===== src/rtl/surf_align_sequencer_if.sv =====
// Wishbone master/slave bundle between the alignment sequencer and the SURF
// control register block (6-bit address, 32-bit data).
interface surf_align_sequencer_if;
  logic        m_cyc_o;
  logic        m_stb_o;
  logic        m_we_o;
  logic [5:0]  m_adr_o;
  logic [31:0] m_dat_o;
  logic [3:0]  m_sel_o;
  logic [31:0] m_dat_i;
  logic        m_ack_i;
  logic        m_err_i;

  modport master (
    output m_cyc_o, m_stb_o, m_we_o, m_adr_o, m_dat_o, m_sel_o,
    input  m_dat_i, m_ack_i, m_err_i
  );

  modport slave (
    input  m_cyc_o, m_stb_o, m_we_o, m_adr_o, m_dat_o, m_sel_o,
    output m_dat_i, m_ack_i, m_err_i
  );
endinterface


===== src/rtl/surf_align_sequencer.sv =====
// Autonomous SURF link alignment: ISERDES reset, IDELAY eye sweep and centring,
// bitslip to the training word, then path enable, all over a Wishbone master.
module surf_align_sequencer #(
  parameter int unsigned          NTAPS         = 32,
  parameter logic [23:0]          INTERVAL      = 24'd131072,
  parameter int unsigned          SETTLE        = 300000,
  parameter int unsigned          ERR_THRESH    = 0,
  parameter int unsigned          MIN_EYE       = 4,
  parameter int unsigned          PAT_WIDTH     = 8,
  parameter logic [PAT_WIDTH-1:0] TRAIN_PATTERN = PAT_WIDTH'(8'hA9),
  parameter int unsigned          MAX_SLIPS     = 8,
  parameter int unsigned          TIMEOUT       = 1023
) (
  input  logic                          wb_clk_i,
  input  logic                          wb_rst_n_i,
  input  logic                          start_i,
  input  logic                          chan_i,
  surf_align_sequencer_if.master        bus,
  output logic                          busy_o,
  output logic                          done_o,
  output logic                          fail_o,
  output logic [1:0]                    fail_code_o,
  output logic [5:0]                    eye_start_o,
  output logic [5:0]                    eye_len_o,
  output logic [5:0]                    tap_o,
  output logic [3:0]                    slips_o
);

  localparam int unsigned SetW = (SETTLE > 1) ? $clog2(SETTLE) : 1;
  localparam int unsigned TmoW = (TIMEOUT > 1) ? $clog2(TIMEOUT) : 1;

  localparam logic [5:0]  OffCtrl   = 6'h0;
  localparam logic [5:0]  OffIdly   = 6'h4;
  localparam logic [5:0]  OffErr    = 6'h8;
  localparam logic [5:0]  OffData   = 6'hC;
  localparam logic [31:0] CtrlIsRst = 32'h0000_0004;
  localparam logic [31:0] CtrlEn    = 32'h0000_0100;

  typedef enum logic [3:0] {
    StIdle, StRstRd, StRstSet, StRstClr, StIntv, StTapWr, StTapWait, StTapRd,
    StEval, StCtr, StSlipRd, StSlipWr, StEnRd, StEnWr, StDone, StFail
  } state_e;

  state_e          state_q;
  logic            cyc_q, we_q, chan_q;
  logic [5:0]      adr_q;
  logic [31:0]     dat_q, shadow_q, rd_q;
  logic [TmoW-1:0] tmo_q;
  logic [SetW-1:0] settle_q;
  logic [6:0]      tap_q, cur_start_q, cur_len_q, best_start_q, best_len_q;

  logic            is_bus, req_we, good, pat_match;
  logic [5:0]      req_off, base;
  logic [31:0]     req_dat;
  logic [6:0]      cur_len_inc, ctr_tap;

  assign base        = chan_q ? 6'h10 : 6'h00;
  // All-ones read-back means the sysclk side is not running: never a good tap.
  assign good        = (rd_q != 32'hFFFF_FFFF) && (rd_q <= ERR_THRESH);
  assign cur_len_inc = cur_len_q + 7'd1;
  assign ctr_tap     = best_start_q + (best_len_q >> 1);
  assign pat_match   = bus.m_dat_i[PAT_WIDTH-1:0] == TRAIN_PATTERN;

  assign bus.m_cyc_o = cyc_q;
  assign bus.m_stb_o = cyc_q;
  assign bus.m_we_o  = we_q;
  assign bus.m_adr_o = adr_q;
  assign bus.m_dat_o = dat_q;
  assign bus.m_sel_o = 4'hF;

  always_comb begin
    is_bus  = 1'b1;
    req_we  = 1'b0;
    req_off = OffCtrl;
    req_dat = '0;
    case (state_q)
      StRstRd:  ;
      StRstSet: begin req_we = 1'b1; req_dat = shadow_q | CtrlIsRst; end
      StRstClr: begin req_we = 1'b1; req_dat = shadow_q & ~(CtrlIsRst | CtrlEn); end
      StIntv:   begin req_we = 1'b1; req_off = OffErr; req_dat = {8'h00, INTERVAL}; end
      StTapWr:  begin req_we = 1'b1; req_off = OffIdly; req_dat = {26'h0, tap_q[5:0]}; end
      StTapRd:  req_off = OffErr;
      StCtr:    begin req_we = 1'b1; req_off = OffIdly; req_dat = {26'h0, ctr_tap[5:0]}; end
      StSlipRd: req_off = OffData;
      StSlipWr: begin req_we = 1'b1; req_off = OffData; end
      StEnRd:   ;
      StEnWr:   begin req_we = 1'b1; req_dat = shadow_q | CtrlEn; end
      default:  is_bus = 1'b0;
    endcase
  end

  always_ff @(posedge wb_clk_i or negedge wb_rst_n_i) begin
    if (!wb_rst_n_i) begin
      state_q      <= StIdle;
      cyc_q        <= 1'b0;
      we_q         <= 1'b0;
      adr_q        <= '0;
      dat_q        <= '0;
      chan_q       <= 1'b0;
      shadow_q     <= '0;
      rd_q         <= '0;
      tmo_q        <= '0;
      settle_q     <= '0;
      tap_q        <= '0;
      cur_start_q  <= '0;
      cur_len_q    <= '0;
      best_start_q <= '0;
      best_len_q   <= '0;
      busy_o       <= 1'b0;
      done_o       <= 1'b0;
      fail_o       <= 1'b0;
      fail_code_o  <= '0;
      eye_start_o  <= '0;
      eye_len_o    <= '0;
      tap_o        <= '0;
      slips_o      <= '0;
    end else begin
      case (state_q)
        StIdle, StDone, StFail: begin
          if (start_i) begin
            state_q      <= StRstRd;
            chan_q       <= chan_i;
            busy_o       <= 1'b1;
            done_o       <= 1'b0;
            fail_o       <= 1'b0;
            fail_code_o  <= '0;
            eye_start_o  <= '0;
            eye_len_o    <= '0;
            tap_o        <= '0;
            slips_o      <= '0;
            tap_q        <= '0;
            settle_q     <= '0;
            cur_start_q  <= '0;
            cur_len_q    <= '0;
            best_start_q <= '0;
            best_len_q   <= '0;
          end
        end
        StTapWait: begin
          if (settle_q == SetW'(SETTLE - 1)) begin
            settle_q <= '0;
            state_q  <= StTapRd;
          end else begin
            settle_q <= settle_q + 1'b1;
          end
        end
        StEval: begin
          // Strict compare keeps the earliest of equally long runs.
          if (good) begin
            cur_len_q <= cur_len_inc;
            if (cur_len_inc > best_len_q) begin
              best_len_q   <= cur_len_inc;
              best_start_q <= cur_start_q;
            end
          end else begin
            cur_len_q   <= '0;
            cur_start_q <= tap_q + 7'd1;
          end
          if (tap_q == 7'(NTAPS - 1)) begin
            state_q <= StCtr;
          end else begin
            tap_q   <= tap_q + 7'd1;
            state_q <= StTapWr;
          end
        end
        default: begin
          if (is_bus && !cyc_q) begin
            if (state_q == StCtr) begin
              eye_start_o <= best_start_q[5:0];
              eye_len_o   <= (best_len_q > 7'd63) ? 6'd63 : best_len_q[5:0];
            end
            if (state_q == StCtr && best_len_q < 7'(MIN_EYE)) begin
              state_q     <= StFail;
              fail_o      <= 1'b1;
              fail_code_o <= 2'd1;
              busy_o      <= 1'b0;
            end else begin
              cyc_q <= 1'b1;
              we_q  <= req_we;
              adr_q <= base | req_off;
              dat_q <= req_dat;
              tmo_q <= '0;
            end
          end else if (is_bus) begin
            if (bus.m_err_i || (!bus.m_ack_i && tmo_q == TmoW'(TIMEOUT - 1))) begin
              cyc_q       <= 1'b0;
              we_q        <= 1'b0;
              state_q     <= StFail;
              fail_o      <= 1'b1;
              fail_code_o <= 2'd0;
              busy_o      <= 1'b0;
            end else if (bus.m_ack_i) begin
              cyc_q <= 1'b0;
              we_q  <= 1'b0;
              case (state_q)
                StRstRd:  begin shadow_q <= bus.m_dat_i; state_q <= StRstSet; end
                StRstSet: state_q <= StRstClr;
                StRstClr: state_q <= StIntv;
                StIntv:   state_q <= StTapWr;
                StTapWr:  state_q <= StTapWait;
                StTapRd:  begin rd_q <= bus.m_dat_i; state_q <= StEval; end
                StCtr:    begin tap_o <= ctr_tap[5:0]; state_q <= StSlipRd; end
                StSlipRd: begin
                  if (pat_match) begin
                    state_q <= StEnRd;
                  end else if (slips_o == 4'(MAX_SLIPS)) begin
                    state_q     <= StFail;
                    fail_o      <= 1'b1;
                    fail_code_o <= 2'd2;
                    busy_o      <= 1'b0;
                  end else begin
                    state_q <= StSlipWr;
                  end
                end
                StSlipWr: begin slips_o <= slips_o + 4'd1; state_q <= StSlipRd; end
                StEnRd:   begin shadow_q <= bus.m_dat_i; state_q <= StEnWr; end
                StEnWr:   begin state_q <= StDone; done_o <= 1'b1; busy_o <= 1'b0; end
                default:  state_q <= StIdle;
              endcase
            end else begin
              tmo_q <= tmo_q + 1'b1;
            end
          end
        end
      endcase
    end
  end

endmodule


===== src/flat_wrapper.sv =====
// flat-port wrapper written by rule: the top's interface ports become plain ports
module surf_align_sequencer_flat 
#(
  parameter int unsigned          NTAPS         = 32,
  parameter logic [23:0]          INTERVAL      = 24'd131072,
  parameter int unsigned          SETTLE        = 300000,
  parameter int unsigned          ERR_THRESH    = 0,
  parameter int unsigned          MIN_EYE       = 4,
  parameter int unsigned          PAT_WIDTH     = 8,
  parameter logic [PAT_WIDTH-1:0] TRAIN_PATTERN = PAT_WIDTH'(8'hA9),
  parameter int unsigned          MAX_SLIPS     = 8,
  parameter int unsigned          TIMEOUT       = 1023
)
  (wb_clk_i, wb_rst_n_i, start_i, chan_i, busy_o, done_o, fail_o, fail_code_o, eye_start_o, eye_len_o, tap_o, slips_o, bus_m_cyc_o, bus_m_stb_o, bus_m_we_o, bus_m_adr_o, bus_m_dat_o, bus_m_sel_o, bus_m_dat_i, bus_m_ack_i, bus_m_err_i);
  surf_align_sequencer_if bus_i ();
  input  logic wb_clk_i;
  input  logic wb_rst_n_i;
  input  logic start_i;
  input  logic chan_i;
  output logic busy_o;
  output logic done_o;
  output logic fail_o;
  output logic [1:0] fail_code_o;
  output logic [5:0] eye_start_o;
  output logic [5:0] eye_len_o;
  output logic [5:0] tap_o;
  output logic [3:0] slips_o;
  output wire logic [$bits(bus_i.m_cyc_o)-1:0] bus_m_cyc_o;
  output wire logic [$bits(bus_i.m_stb_o)-1:0] bus_m_stb_o;
  output wire logic [$bits(bus_i.m_we_o)-1:0] bus_m_we_o;
  output wire logic [$bits(bus_i.m_adr_o)-1:0] bus_m_adr_o;
  output wire logic [$bits(bus_i.m_dat_o)-1:0] bus_m_dat_o;
  output wire logic [$bits(bus_i.m_sel_o)-1:0] bus_m_sel_o;
  input wire logic [$bits(bus_i.m_dat_i)-1:0] bus_m_dat_i;
  input wire logic [$bits(bus_i.m_ack_i)-1:0] bus_m_ack_i;
  input wire logic [$bits(bus_i.m_err_i)-1:0] bus_m_err_i;
  assign bus_m_cyc_o = bus_i.m_cyc_o;
  assign bus_m_stb_o = bus_i.m_stb_o;
  assign bus_m_we_o = bus_i.m_we_o;
  assign bus_m_adr_o = bus_i.m_adr_o;
  assign bus_m_dat_o = bus_i.m_dat_o;
  assign bus_m_sel_o = bus_i.m_sel_o;
  assign bus_i.m_dat_i = bus_m_dat_i;
  assign bus_i.m_ack_i = bus_m_ack_i;
  assign bus_i.m_err_i = bus_m_err_i;
  surf_align_sequencer #(.NTAPS(NTAPS), .INTERVAL(INTERVAL), .SETTLE(SETTLE), .ERR_THRESH(ERR_THRESH), .MIN_EYE(MIN_EYE), .PAT_WIDTH(PAT_WIDTH), .TRAIN_PATTERN(TRAIN_PATTERN), .MAX_SLIPS(MAX_SLIPS), .TIMEOUT(TIMEOUT)) u_core (.wb_clk_i(wb_clk_i), .wb_rst_n_i(wb_rst_n_i), .start_i(start_i), .chan_i(chan_i), .bus(bus_i), .busy_o(busy_o), .done_o(done_o), .fail_o(fail_o), .fail_code_o(fail_code_o), .eye_start_o(eye_start_o), .eye_len_o(eye_len_o), .tap_o(tap_o), .slips_o(slips_o));
endmodule

===== config.mk =====
export PLATFORM = sky130hd
export DESIGN_NAME = surf_align_sequencer_flat
export DESIGN_NICKNAME = d
export VERILOG_FILES = /design/src/rtl/surf_align_sequencer_if.sv /design/src/rtl/surf_align_sequencer.sv /design/src/flat_wrapper.sv
export SDC_FILE = /design/constraint.sdc
export NUM_CORES = 1
export LEC_CHECK = 0
export ABC_AREA = 1
export ABC_CLOCK_PERIOD_IN_PS = 2100
export CELL_PAD_IN_SITES_DETAIL_PLACEMENT = 0
export CELL_PAD_IN_SITES_GLOBAL_PLACEMENT = 2
export CORE_ASPECT_RATIO = 1.2
export CORE_MARGIN = 2
export CORE_UTILIZATION = 34
export DETAILED_ROUTE_END_ITERATION = 7
export DONT_BUFFER_PORTS = 1
export PLACE_DENSITY_LB_ADDON = 0.1
export SYNTH_ARGS = -nofsm -noshare
export SYNTH_HDL_FRONTEND = slang
export SYNTH_SLANG_ARGS = --single-unit
export TNS_END_PERCENT = 1

===== constraint.sdc =====
create_clock -name wb_clk_i -period 2.1 [get_ports wb_clk_i]
set_clock_uncertainty 0.05 [all_clocks]
set_input_delay 0.21 -clock wb_clk_i [delete_from_list [all_inputs] [get_ports wb_clk_i]]
set_output_delay 0.21 -clock wb_clk_i [all_outputs]
set_load 0.03 [all_outputs]

Word-level counts from Yosys, hierarchy flattened
Cells that the tools add are included.
- bitwise operators: 6
- multiplexer cells: 102
- add/sub/neg operators: 6
- equal/unequal tests: 37
- order comparisons: 4
- reductions and logical operators: 53
- operators by type and width (cell ; number):
    case mux 32 bit (6 select lines) ; 1
    two-way mux 6 bit ; 14
    two-way mux 4 bit ; 15
    case mux 6 bit (2 select lines) ; 5
    two-way mux 10 bit ; 5
    case mux 7 bit (2 select lines) ; 3
    case mux 4 bit (10 select lines) ; 1
    two-way mux 19 bit ; 2
    case mux 19 bit (2 select lines) ; 1
    == test 4 bit (second input constant) ; 9
    two-way mux 7 bit ; 5
    <= comparator 32 x 1 -> 1 bit (second input constant) ; 1
    != test 32 bit (second input constant) ; 1
    two-way mux 1 bit ; 31
    case mux 4 bit (3 select lines) ; 2
    AND reduction 7 bit ; 3
    adder 19 x 1 -> 19 bit (second input constant) ; 1
    == test 19 bit (second input constant) ; 1
    two-way mux 2 bit ; 9
    nonzero test 2 bit ; 9
    == test 4 x 3 -> 1 bit (second input constant) ; 4
    AND reduction 8 bit ; 2
    adder 7 x 1 -> 7 bit (second input constant) ; 2
    != test 2 bit (second input constant) ; 6
    41 further kinds ; 75
- register bits after elaboration: 198
- input bits: 38
- output and inout bits: 72
- word-level logic and storage cells: 231

Depth between registers and ports, before layout
Gate-level depths: netlist (run 1).
- depth in word-level cells: 9
- gate-level depth with buffers: 14

Worst setup path after synthesis (run 1)
No wires, ideal clock.
- path type: register to register
- start point: register u_core.cur_len_q[0]
- end point: register u_core.best_len_q[6]
- period minus slack after synthesis: 2.293 ns
- path slack: -0.193 ns
- data required time: 1.923 ns
- stages on the path, launching flop included: 13
- library setup time: 0.127 ns
- arrival time: 2.117 ns
- path through: dfrtp_1 -> ha_1 -> nand3_1 -> nor3_1 -> xor2_1 -> ha_1 -> nand2_1 -> nor2_1 -> a41oi_1 -> nand3_1 -> nand2_1 -> buf_2 -> o21ai_0
- longest elaborated chain between the ends: 4
- RTL lines (item ; RTL line ; RTL):
    start: declaration ; surf_align_sequencer.sv:50 ; logic [6:0] tap_q, cur_start_q, cur_len_q, best_start_q, best_len_q;
    start signal: assignment ; surf_align_sequencer.sv:150 ; cur_len_q <= cur_len_inc;
    adder 7 x 1 -> 7 bit (*) ; surf_align_sequencer.sv:60 ; assign cur_len_inc = cur_len_q + 7'd1;
    > comparator 7 bit / two-way mux 7 bit (equally long branches) ; surf_align_sequencer.sv:151 ; if (cur_len_inc > best_len_q) begin
    != test 2 x 1 -> 1 bit (no source line) / two-way mux 7 bit (equally long branches) ; -- ;
    AND reduction 4 bit (no source line) / case mux 7 bit (2 select lines) (equally long branches) ; -- ;
    end signal: assignment ; surf_align_sequencer.sv:152 ; best_len_q <= cur_len_inc;
    end: declaration ; surf_align_sequencer.sv:50 ;
Every way passes the cells marked *; elsewhere a longest branch is shown, timed or not. The select of a mux whose other input is x is not followed.
A chain may end at the register's enable or synchronous reset.

Final worst setup path (run 1)
- start point: register u_core.cur_len_q[0]
- end point: register u_core.best_len_q[2]
The elaborated chain is that of the path after synthesis.

==> results by group, run 1 <==
Clock network
  – Clk sink count: around 200
  – Skew-Pair Late Insertion Delay: roughly 0.44 ns
  – TritonCTS clock tree: yes
  – Htree depth: 4
  – Clock transition at path regs: 0.07 ns
  – Cts hold-fix bufs: 34
  – Clk buf depth: 2
  – TritonCTS Buffers: 17
  – Clk root buf: clkbuf_16

Placed design
  – PortBufs: 0
  – DP Worst Slack: -0.192 ns
  – RD Place Congestion: between 0.8 and 0.9
  – DPL Wire Length: between 15 and 20 mm

Routing
  – Met3 wire length: 1.39 mm
  – M1 WL: 12.5 mm
  – Vias per inst: 4.65
  – DR iter-0 viols: a little over 400
  – Wire length on met2: about 12 mm
  – Top layer in use: met4
  – Pre-Repair DR Iteration Count: 5
  – WL final: 26.3 mm
  – DRC: 0
  – WL per Instance: approximately 15 um
  – Post-DRT Antenna Nets: 0
  – Vias: 7979

Die
  – Number of I/O pins: 110
  – DIE WIDTH: about 160 um
  – Initial Util: 0.346
  – Core area: between 0.02 and 0.03 mm^2
  – Core Rows: 67
  – Die area: 0.0298 mm^2
  – Die Y: 189 um

Synthesis
  – Register area share after synthesis: 0.504
  – Top post-synthesis cells by area: dfrtp_1 (50%), nand2_1 (17%), inv_1 (4.1%)
  – Top cell type's share of synthesized area: 0.504
  – Yosys top cell by area: dfrtp_1
  – Cell area after synthesis: between 0.009 and 0.01 mm^2
  – Avg Synthesized Cell Area: between 7 and 8 um^2
  – Yosys Warn Count: 0
  – Mapped Cells: around 1.2k
  – Yosys reg bits: slightly below 200
  – Distinct cells, synth: 41

Critical path
  – Kind of cell adding the most delay to the critical path: simple AND/OR/NAND/NOR gates
  – CP required: approximately 2.4 ns
  – CP bufs+invs: 1
  – CP max FO: 7
  – Crit end category: register
  – CP max stage delay: ~0.4 ns
  – Highest-delay cell along the critical path: dfrtp_1
  – Data arrival time of the worst path: approximately 2.5 ns
  – Worst setup path class: register to register
  – Crit path launch type: register
  – Crit path top cell by count: nand3_4
  – Cells along the critical path: ha_4, nand3_4, nor3_4, xor2_1, ha_1, nand2_2, nor2_4, a41oi_2, nand3_4, clkbuf_16, nand3_2, nand2_1

Global routing
  – Vias in the first global route: roughly 8k
  – Global-route wire length before repair: about 43 mm
  – Total gr overflow: 0
  – Largest net degree at the start of global routing: roughly 200
  – GR Util All Layers: 0.184
  – Initial antenna violation count: 0

Timing
  – Min Tclk post-route: about 2.2 ns
  – Headroom to the max-slew limit: 0.535
  – Worst-Margin Slew: 0.698 ns
  – Setup TNS: -1.49 ns
  – Hold Vio Cnt, Final: approximately 200
  – F_max: 447 MHz
  – Hold slack final: -0.587 ns
  – Max-slew violations: 0
  – Final setup vio count: 13
  – Final worst slack: -0.139 ns
  – RSZ-0062 raised after global routing: true
  – Period utilization: 1.07

Power
  – Pwr Total: between 15 and 20 mW
  – P per Cell Area: roughly 1400 mW/mm^2
  – Peak VDD IR: 631 uV
  – Lkg Pwr: about 6 nW

Run status
  – Status: complete, but fails checks
  – Violated checks: hold timing, setup timing

Cells and area
  – Most common cell after layout, fill and taps aside: nand2_1
  – Register area: about 0.0049 mm^2
  – Synthesis-to-finish area growth: 22.7%
  – Layout Nets: 1381
  – Area of the multi-input gates: around 0.0043 mm^2
  – Diode count: 0
  – Filler Cells Inserted: about 3.0k
  – Ratio of cells with drive above 1 in the final layout: 0.131
  – Commonest non-fill, non-tap cells in the layout: nand2_1 (431), dfrtp_1 (194), inv_1 (103)

Job
  – Max-Cap Viols: 0

Worst hold path
  – HP Class: input port to async pin
state kept, by name (all words and copies together), names as in the netlist, 2 cells and up:
| register | cells |
|---|---|
| u_core.best_len_q | 7 |
| u_core.best_start_q | 6 |
| u_core.bus.m_adr_o | 3 |
| u_core.bus.m_dat_o | 32 |
| u_core.cur_len_q | 7 |
| u_core.cur_start_q | 6 |
| u_core.eye_len_o | 6 |
| u_core.eye_start_o | 6 |
| u_core.fail_code_o | 2 |
| u_core.rd_q | 32 |
| u_core.settle_q | 19 |
| u_core.shadow_q | 32 |
| u_core.slips_o | 4 |
| u_core.state_q | 4 |
| u_core.tap_o | 6 |
| u_core.tap_q | 7 |
| u_core.tmo_q | 10 |
metrics by stage:
stage | cells | instance area [um^2] | hold WS, ns | util
after floorplan | 1230 | 9720 | -0.136 | -
after global placement | 1645 | 10700 | -0.131 | 0.382
after detailed placement | 1645 | 10700 | -0.131 | 0.382
after CTS | 1713 | 11700 | -0.612 | 0.418
after global routing | 1715 | 11900 | -0.623 | 0.424
final | 1715 | 11900 | -0.587 | 0.424
cells in the mapped netlist:
| library cell | n |
|---|---|
| o21ai_1 | 36 |
| clkbuf_1 | 9 |
| nand2_1 | 437 |
| clkinv_1 | 1 |
| o21ai_0 | 75 |
| nand2_2 | 2 |
| o21a_1 | 1 |
| inv_1 | 105 |
| a32o_1 | 2 |
| dfrtp_1 | 195 |
| o211ai_1 | 6 |
| nand4_4 | 1 |
| ha_1 | 19 |
| xnor2_1 | 8 |
| nor2_2 | 6 |
| nand3_1 | 72 |
| buf_6 | 3 |
| nand4_1 | 21 |
| xor2_1 | 16 |
| nor4_1 | 2 |
| a22oi_1 | 5 |
| nand3_2 | 1 |
| a21o_1 | 4 |
| fa_1 | 1 |
| buf_2 | 24 |
| a21oi_2 | 2 |
| o22ai_1 | 11 |
| and3_1 | 1 |
| nor3_1 | 19 |
| nor2_1 | 87 |
| a22o_1 | 1 |
| conb_1 | 2 |
| a31oi_1 | 3 |
| o31ai_1 | 1 |
| buf_4 | 11 |
| a41oi_1 | 1 |
| and2_1 | 1 |
| buf_1 | 1 |
| a21oi_1 | 19 |
| nand2_4 | 3 |
| inv_2 | 10 |
layout make-up:
type                    instances  area share
flip-flops and latches        195       0.411
multi-input cells             871       0.361
repair buffers                122      0.0975
well taps                     379      0.0399
clock buffers                  19      0.0373
inverters                     116      0.0369
clock inverters                13      0.0160
repair_timing:
item | CTS | global route
endpoints found under the setup margin | 13 | 117
cloned | 0 | 1
pin swaps | 3 | 13
hold endpoints to repair | 260 | 195
gates resized for setup | 8 | 37
setup buffers | 2 | 1
per-layer routing:
metal | global-route usage | vias to the layer above
met5 | 0 | -
met3 | 0.0485 | 17
li1 | - | 4117
met2 | 0.295 | 131
met4 | 0.0433 | 0
met1 | 0.248 | 3714
kinds of logic (layout without fill, tap and decap cells):
kind of cell	count (synthesis)	count (layout)	share of synthesized area
AOI/OAI and AO/OA	167	167	0.0951
other	2	7	0.000776
adders and majority gates	20	20	0.0266
buffers and inverters	164	270	0.0733
and+or+nand+nor	653	653	0.278
xor gates and xnor gates	24	24	0.0217
DFF	195	195	0.504
power by group:
| part | switching, mW | internal [mW] |
|---|---|---|
| logic | 3.94 | 2.58 |
| clock network | 1.56 | 1.96 |
| registers | 1.89 | 5.06 |
| total | 7.38 | 9.60 |
worst paths after layout:
| check | start | to | slack, ns | cells after the start |
|---|---|---|---|---|
| min in group wb_clk_i | bus_m_ack_i | u_core.done_o | 0.10 | 3 |
| setup / recovery | u_core.cur_len_q[0] | u_core.best_len_q[2] | -0.14 | 12 |
| hold / removal | wb_rst_n_i | u_core.eye_len_o[4] | -0.59 | 0 |
| hold reg to reg | u_core.chan_q | u_core.bus.m_adr_o[4] | 0.43 | 2 |
| setup reg to reg | u_core.cur_len_q[0] | u_core.best_len_q[2] | -0.14 | 12 |
| max in group asynchronous | wb_rst_n_i | u_core.state_q[2] | 2.14 | 0 |
Power figures use the tool's default switching activity.
==> inputs of run 2 (changes only) <==
--- a/config.mk
+++ b/config.mk
@@ -7,6 +7,7 @@
 export LEC_CHECK = 0
 export ABC_AREA = 1
 export ABC_CLOCK_PERIOD_IN_PS = 2100
+export CAP_MARGIN = 10
 export CELL_PAD_IN_SITES_DETAIL_PLACEMENT = 0
 export CELL_PAD_IN_SITES_GLOBAL_PLACEMENT = 2
 export CORE_ASPECT_RATIO = 1.2
@@ -15,6 +16,7 @@
 export DETAILED_ROUTE_END_ITERATION = 7
 export DONT_BUFFER_PORTS = 1
 export PLACE_DENSITY_LB_ADDON = 0.1
+export RECOVER_POWER = 100
 export SYNTH_ARGS = -nofsm -noshare
 export SYNTH_HDL_FRONTEND = slang
 export SYNTH_SLANG_ARGS = --single-unit
==> run 2 against run 1 <==
The run still ends with hold timing, setup timing left. Combinational power down 3%. Worst setup slack better by 0.00058 ns. Utilization down 0.23 points. Sequential cell count unchanged. Largest cell class unchanged.
==> results by group, run 2 (synthesized netlist as in run 1, its figures left out) <==
Run status
  – Status: complete, but fails checks
  – Violated checks: hold timing, setup timing

Die
  – Core Rows: between 60 and 70
  – Die Y: about 190 um
  – Number of I/O pins: between 100 and 150
  – Core area: between 0.02 and 0.03 mm^2
  – DIE WIDTH: about 160 um
  – Die area: around 0.030 mm^2
  – Initial Util: 0.346

Timing
  – F_max: 447 MHz
  – Final setup vio count: 17
  – Final worst slack: -0.138 ns
  – Period utilization: 1.07
  – Setup TNS: -1.52 ns
  – Worst-Margin Slew: roughly 0.7 ns
  – Headroom to the max-slew limit: 0.533
  – Hold slack final: -0.587 ns
  – Min Tclk post-route: between 2 and 2.5 ns
  – Max-slew violations: 0
  – Hold Vio Cnt, Final: just under 200
  – RSZ-0062 raised after global routing: true

Global routing
  – Global-route wire length before repair: between 40 and 50 mm
  – Vias in the first global route: roughly 8k
  – GR Util All Layers: 0.184
  – Total gr overflow: 0
  – Initial antenna violation count: 0
  – Largest net degree at the start of global routing: 196

Cells and area
  – Diode count: 0
  – Synthesis-to-finish area growth: 22.1%
  – Area of the multi-input gates: between 0.004 and 0.005 mm^2
  – Ratio of cells with drive above 1 in the final layout: 0.126
  – Cell Count, Final, Fillers Out: 1715
  – Most common cell after layout, fill and taps aside: nand2_1
  – Layout Nets: roughly 1.4k
  – Post-route cell area: approximately 0.012 mm^2
  – Commonest non-fill, non-tap cells in the layout: nand2_1 (433), dfrtp_1 (194), inv_1 (104)
  – Filler Cells Inserted: just under 3k
  – Register area: just under 0.005 mm^2

Critical path
  – Crit end category: register
  – CP max FO: 7
  – CP max stage delay: roughly 0.4 ns
  – Crit path launch type: register
  – Cells along the critical path: ha_4, nand3_4, nor3_4, xor2_1, ha_1, nand2_2, nor2_4, a41oi_2, nand3_4, clkbuf_16, nand3_2, nand2_1
  – CP required: around 2.4 ns
  – Data arrival time of the worst path: ~2.5 ns
  – CP bufs+invs: 1
  – Crit path top cell by count: nand3_4
  – Worst setup path class: register to register
  – Highest-delay cell along the critical path: dfrtp_1
  – Kind of cell adding the most delay to the critical path: simple AND/OR/NAND/NOR gates

Clock network
  – Htree depth: 4
  – Clk root buf: clkbuf_16
  – Clk buf depth: 2
  – Cts hold-fix bufs: 34
  – TritonCTS clock tree: yes
  – TritonCTS Buffers: 17
  – Clk sink count: around 200
  – Clock transition at path regs: 0.07 ns
  – Skew-Pair Late Insertion Delay: between 0.4 and 0.5 ns

Routing
  – Pre-Repair DR Iteration Count: 5
  – Vias: 7990
  – WL per Instance: 15.3 um
  – Post-DRT Antenna Nets: 0
  – DR iter-0 viols: about 440
  – WL final: 26.3 mm
  – DRC: 0
  – Vias per inst: 4.66

Placed design
  – PortBufs: 0
  – Placed cells: roughly 1.6k
  – Area after DPL: between 0.01 and 0.015 mm^2
  – RD Place Congestion: 0.841
  – DPL Wire Length: about 19 mm

Power
  – Peak VDD IR: approximately 630 uV
  – Lkg Pwr: between 5 and 6 nW
  – P per Cell Area: roughly 1400 mW/mm^2

Worst hold path
  – HP Class: input port to async pin

Job
  – Max-Cap Viols: 0
[run 2: what timing repair did]
action                                 CTS  global route
pin swaps                                3            13
buffers inserted                         2             1
gates cloned                             0             1
endpoints found under the hold margin  260           195
gates resized for setup                  8            37
setup endpoints to repair               13           117
[run 2: path summary, 6_finish.rpt]
kind	startpoint	endpoint	slack [ns]	cells after the start
worst min register to register	u_core.rd_q[19]	u_core.rd_q[19]	0.43	2
worst max-delay path	u_core.cur_len_q[0]	u_core.best_len_q[2]	-0.14	12
min in group wb_clk_i	bus_m_ack_i	u_core.done_o	0.10	3
max in group asynchronous	wb_rst_n_i	u_core.state_q[2]	2.14	0
worst max register to register	u_core.cur_len_q[0]	u_core.best_len_q[2]	-0.14	12
worst min-delay path	wb_rst_n_i	u_core.eye_len_o[4]	-0.59	0
[run 2: routing by layer]
layer  vias up  track usage  share of wire
met4         0       0.0433          0.012
li1       4123            -              -
met3        20       0.0485          0.053
met5         -            0              0
met2       138        0.295           0.46
met1      3709        0.248           0.47
[run 2: per-stage QoR]
stage / worst slack [ns] / power (mW) / util / hold WS (ns)
5_1_grt: -0.255 / 18.2 / 0.422 / -0.623
4_1_cts: -0.108 / 17.1 / 0.418 / -0.612
3_5_place_dp: -0.192 / 13.4 / 0.382 / -0.131
6_report: -0.138 / 16.8 / 0.422 / -0.587
2_1_floorplan: -0.0858 / 10.8 / - / -0.136
3_3_place_gp: -0.133 / 13.4 / 0.382 / -0.131
[run 2: cell type report]
type	count	share of cell area
tap	379	0.0401
clock inverter	13	0.0161
multi-input combinational	871	0.362
inverter	116	0.0371
timing repair buffer	122	0.0941
clock buffer	19	0.0375
sequential	195	0.413
[run 2: power by group]
part / internal (mW) / switching, mW / leakage, nW
sequential: 5.06 / 1.88 / 2.63
clock: 1.96 / 1.55 / 0.310
combinational: 2.43 / 3.91 / 2.93
total: 9.45 / 7.34 / 5.87
==> inputs of run 3 (changes only) <==
--- a/config.mk
+++ b/config.mk
@@ -6,13 +6,12 @@
 export NUM_CORES = 1
 export LEC_CHECK = 0
 export ABC_AREA = 1
-export ABC_CLOCK_PERIOD_IN_PS = 2100
 export CAP_MARGIN = 10
 export CELL_PAD_IN_SITES_DETAIL_PLACEMENT = 0
 export CELL_PAD_IN_SITES_GLOBAL_PLACEMENT = 2
 export CORE_ASPECT_RATIO = 1.2
-export CORE_MARGIN = 2
 export CORE_UTILIZATION = 34
+export CTS_CLUSTER_DIAMETER = 100
 export DETAILED_ROUTE_END_ITERATION = 7
 export DONT_BUFFER_PORTS = 1
 export PLACE_DENSITY_LB_ADDON = 0.1
==> run 3 against run 2 <==
The run still ends with hold timing, setup timing left. Die area is 2.3% lower. Wire length is 1.6% lower. Combinational power is 0.9% lower. Clock-buffer cell count stayed put. Sequential share of layout area is 0.69 points higher. Critical path type unchanged. Highest routed layer unchanged.
==> results by group, run 3 (synthesized netlist as in run 1, its figures left out) <==
Die
  – Number of I/O pins: between 100 and 150
  – Core area: roughly 0.028 mm^2
  – Core Rows: 67
  – DIE WIDTH: about 160 um
  – Die area: 0.0292 mm^2
  – Die Y: ~190 um
  – Initial Util: 0.346

Clock network
  – Htree depth: 4
  – Clk sink count: around 200
  – Skew-Pair Late Insertion Delay: roughly 0.44 ns
  – Clk root buf: clkbuf_16
  – Clock transition at path regs: roughly 0.080 ns
  – TritonCTS clock tree: yes
  – Cts hold-fix bufs: 34
  – Clk buf depth: 2
  – TritonCTS Buffers: 17

Timing
  – Worst-Margin Slew: roughly 0.71 ns
  – Final worst slack: -0.150 ns
  – Hold Vio Cnt, Final: between 150 and 200
  – Hold slack final: -0.590 ns
  – Min Tclk post-route: 2.25 ns
  – Headroom to the max-slew limit: 0.532
  – RSZ-0062 raised after global routing: true
  – Max-slew violations: 0
  – Setup TNS: -3.48 ns
  – Period utilization: 1.07
  – Final setup vio count: slightly above 80
  – F_max: ~440 MHz

Placed design
  – RD Place Congestion: between 0.8 and 0.9
  – PortBufs: 0
  – Placed cells: between 1.5k and 2k
  – DPL Wire Length: between 15 and 20 mm
  – DP Worst Slack: -0.190 ns
  – Area after DPL: between 0.01 and 0.015 mm^2

Cells and area
  – Diode count: 0
  – Area of the multi-input gates: between 0.004 and 0.005 mm^2
  – Filler Cells Inserted: between 2k and 3k
  – Post-route cell area: roughly 0.012 mm^2
  – Cell Count, Final, Fillers Out: about 1.7k
  – Most common cell after layout, fill and taps aside: nand2_1
  – Register area: between 0.004 and 0.005 mm^2
  – Post-layout util: 0.415
  – Commonest non-fill, non-tap cells in the layout: nand2_1 (433), dfrtp_1 (193), inv_1 (105)
  – Synthesis-to-finish area growth: 20.1%
  – Layout Nets: 1377
  – Ratio of cells with drive above 1 in the final layout: 0.113

Run status
  – Status: complete, but fails checks
  – Violated checks: hold timing, setup timing

Critical path
  – Worst setup path class: register to register
  – Crit path top cell by count: nand3_2
  – Worst R2R Start: u_core.cur_len_q[1]
  – CP required: ~2.4 ns
  – Crit path launch type: register
  – Critical Path End: u_core.best_start_q[3]
  – CP max FO: 15
  – CP max stage delay: slightly below 0.4 ns
  – FF-to-FF setup slack: -0.15 ns
  – R2R cell count: 12
  – Crit end category: register
  – Data arrival time of the worst path: around 2.5 ns
  – Critical Path Start: u_core.cur_len_q[1]
  – Reg-to-reg endpoint: u_core.best_start_q[3]
  – Cells along the critical path: ha_2, nand3_2, nor3_2, xor2_1, ha_1, nand2_1, nor2_2, a41oi_1, nand3_2, buf_6, nand3_1, o21ai_0
  – Highest-delay cell along the critical path: dfrtp_1

Routing
  – WL final: 25.9 mm
  – DR iter-0 viols: 512
  – Vias: 7992
  – WL per Instance: between 15 and 20 um
  – Post-DRT Antenna Nets: 0
  – DRC: 0
  – Vias per inst: roughly 4.7
  – Pre-Repair DR Iteration Count: 4

Global routing
  – GR Util All Layers: 0.189
  – Vias in the first global route: 8246
  – Largest net degree at the start of global routing: slightly below 200
  – Global-route wire length before repair: approximately 44 mm
  – Total gr overflow: 0
  – Initial antenna violation count: 0

Power
  – Lkg Pwr: 5.80 nW
  – Pwr Total: around 16 mW
  – Peak VDD IR: between 800 and 900 uV
  – P per Cell Area: between 1000 and 1500 mW/mm^2

Worst hold path
  – HP Class: input port to async pin

Job
  – Max-Cap Viols: 0
run 3: changes by cell type in the layout (fill, tap and decap cells not counted), moves of 3 or more:
cell | previous run | this run
clkinv_4 | 3 | 0
nand3_2 | 10 | 3
o21ai_0 | 68 | 73
clkbuf_2 | 3 | 0
o21ai_1 | 42 | 37
bufinv_16 | 3 | 0
inv_6 | 4 | 7
nand3_1 | 60 | 69
run 3: timing repair:
item | in CTS | in global routing
endpoints found under the hold margin | 260 | 195
gates resized for setup | 3 | 15
buffers inserted | 0 | 1
cloned | 0 | 0
pin swaps | 1 | 3
setup endpoints to repair | 14 | 121
run 3: where the power goes:
part           switching (mW)  internal (mW)
logic                    3.84           2.45
registers                1.86           5.06
clock network            1.62           1.59
run 3: worst max-delay path: cells and delay by family, from the launching register on:
kind	cells	cell delay (ns)
and+or+nand+nor	6	0.61
buffers and inverters	1	0.18
xor gates and xnor gates	1	0.19
AOI/OAI and AO/OA	2	0.24
DFF	1	0.39
adders and majority gates	2	0.47
run 3: worst min-delay path by stage:
stage / startpoint / end / slack (ns)
floorplan: wb_rst_n_i / u_core.best_len_q[0] / -0.14
CTS: wb_rst_n_i / u_core.eye_len_o[5] / -0.61
detailed placement: wb_rst_n_i / u_core.eye_len_o[4] / -0.13
finish: wb_rst_n_i / u_core.eye_len_o[5] / -0.59
global route: wb_rst_n_i / u_core.eye_len_o[5] / -0.63
global placement: wb_rst_n_i / u_core.eye_len_o[4] / -0.13
run 3: final cells by class:
cell class              count  area share
multi-input cells         871       0.359
repair buffers            118      0.0936
inverters                 116      0.0377
well taps                 379      0.0408
flip-flops and latches    195       0.420
clock buffers              19      0.0372
clock inverters            13      0.0112
run 3: per-layer routing:
layer  global-route usage  vias up  wire length (um)
met4               0.0505        0               273
met5                    0        -                 0
li1                     -     4109                 -
met3               0.0429       18              1340
met2                0.301      142             11900
met1                0.257     3723             12400
==> variant: new RTL, settings of run 1 <==
`SETTLE` is set to 300000 in 2 places; all go to 600000.
--- a/src/rtl/surf_align_sequencer.sv
+++ b/src/rtl/surf_align_sequencer.sv
@@ -4,5 +4,5 @@
   parameter int unsigned          NTAPS         = 32,
   parameter logic [23:0]          INTERVAL      = 24'd131072,
-  parameter int unsigned          SETTLE        = 300000,
+  parameter int unsigned          SETTLE        = 600000,
   parameter int unsigned          ERR_THRESH    = 0,
   parameter int unsigned          MIN_EYE       = 4,
--- a/src/flat_wrapper.sv
+++ b/src/flat_wrapper.sv
@@ -4,5 +4,5 @@
   parameter int unsigned          NTAPS         = 32,
   parameter logic [23:0]          INTERVAL      = 24'd131072,
-  parameter int unsigned          SETTLE        = 300000,
+  parameter int unsigned          SETTLE        = 600000,
   parameter int unsigned          ERR_THRESH    = 0,
   parameter int unsigned          MIN_EYE       = 4,
Function: same outputs for any inputs over 4 cycles, from zero or initial values and one cycle with wb_rst_n_i low; that may be too few to reach the edited logic, so the function may still have changed.
==> variant against run 1 <==
The flow still finishes with violations (hold timing, setup timing); sequential power grew 5.0%; wire length fell by 5.3%; sequential cell count rose by 1; global-route usage decreased by 0.57 points; critical path depth is 3 higher; setup slack got worse by 0.0025 ns; synthesized area is 0.22% higher; non-clock buffer count is 14 lower; final area shrank 2.6%; total power is 0.63% lower; cell count down 2.2%; critical path type unchanged; critical endpoint is now u_core.best_start_q[0]; highest routed layer unchanged.
==> variant: results <==
{
  "status": "finished, violations left",
  "violations": "hold timing, setup timing",
  "highest_layer": "met4",
  "wl_met2_mm": 11.6,
  "clockBufferDepth": 2,
  "path_class": "reg2reg",
  "synth.distinct_cells": 40,
  "route.met3.wl_mm": 1.10,
  "ys_seq_area_frac": 0.506,
  "r2r_end": "u_core.best_start_q[0]",
  "hp-class": "in2async",
  "wire_per_inst_um": 14.9,
  "cp_max_fo": 16,
  "area_growth_pct": 19.3,
  "fin_nets": 1343,
  "fin_ws_ns": -0.141,
  "slew_headroom": 0.562,
  "grtUsageMet2": 0.289,
  "leakagePower_uw": 0.00565,
  "layout-drive-gt1-share": 0.118,
  "drt-pass1-iter-count": 4,
  "hpwl_mm": 18.2,
  "hold_buffers": 34,
  "avgViaCountPerCell": 4.59,
  "use_met1": 0.242,
  "drtIter0Drc": 484,
  "ff2ff_path_depth": 15,
  "setup_viol": 13,
  "wl_mm": 24.9,
  "place_inst": 1608,
  "cp_slowest_stage_delay_ns": 0.38,
  "placed_area_um2": 10600,
  "timing.rr.start": "u_core.cur_len_q[1]",
  "grt_usage": 0.178,
  "holdWs_ns": -0.597,
  "gp_congestion": 0.776,
  "yosys-top-cells-count": "nand2_1 (337), dfrtp_1 (196), inv_1 (135), o21ai_0 (114), nor2_1 (83)",
  "clkSlewWorstSetupHoldPaths_ns": 0.08,
  "io_buffers": 0,
  "grt_util_met3": 0.0398,
  "nFillCells": 2963,
  "met1Wirelength_mm": 11.9,
  "grt_pass1_wl_mm": 41.9,
  "pre_cts_ws_ns": -0.277,
  "netlist_instances": 1200,
  "first_global_vias": 7859,
  "irDropWorstVdd_mv": 0.655,
  "synth_top_cells_by_area": "dfrtp_1 (51%), nand2_1 (13%), o21ai_0 (5.9%), inv_1 (5.2%), nand3_1 (4.0%)",
  "hold_viol_final": 196,
  "grt_start_max_net_pins": 197
}
## variant: cell type report
cell class | instances | share of cell area
clock buffer | 18 | 0.0371
clock inverter | 14 | 0.0161
inverter | 144 | 0.0469
multi-input combinational | 818 | 0.350
sequential | 196 | 0.424
tap | 379 | 0.0410
timing repair buffer | 108 | 0.0853
## variant: kinds of logic after synthesis
group                    share of synthesized area
AND/OR/NAND/NOR                              0.236
AO/OA/AOI/OAI                                0.124
flip-flops                                   0.506
buffers and inverters                       0.0840
XOR/XNOR                                    0.0235
adder cells (fa/ha/maj)                     0.0266
other                                     0.000774
## variant: power by group
part	switching (µW)	internal, µW	leakage, µW	total [µW]
Combinational	3760	2400	0.00274	6160
Clock	1690	1720	0.000291	3410
Sequential	2080	5230	0.00262	7300
Total	7530	9350	0.00565	16900
## variant: worst register-to-register path: cells and delay by family, from the launching register on
family	cells	cell delay, ns
and+or+nand+nor	8	0.58
DFF	1	0.38
xor gates and xnor gates	1	0.16
AOI/OAI and AO/OA	3	0.28
buffers and inverters	1	0.16
adders and majority gates	2	0.53
## variant: stage by stage
| step | TNS [ns] | hold WS (ns) | total power (µW) |
|---|---|---|---|
| floorplan | -0.665 | -0.136 | 11300 |
| global placement | -2.58 | -0.129 | 13500 |
| detailed placement | -3.38 | -0.128 | 13600 |
| CTS | -1.79 | -0.619 | 17200 |
| global route | -19.15 | -0.628 | 18400 |
| finish | -1.72 | -0.597 | 16900 |
## variant: repair_timing
| action | CTS | global route |
|---|---|---|
| gates cloned | 0 | 0 |
| resized for setup | 7 | 5 |
| hold endpoints to repair | 261 | 196 |
| setup endpoints to repair | 14 | 125 |
| pin swaps | 2 | 2 |
| setup buffers | 2 | 1 |
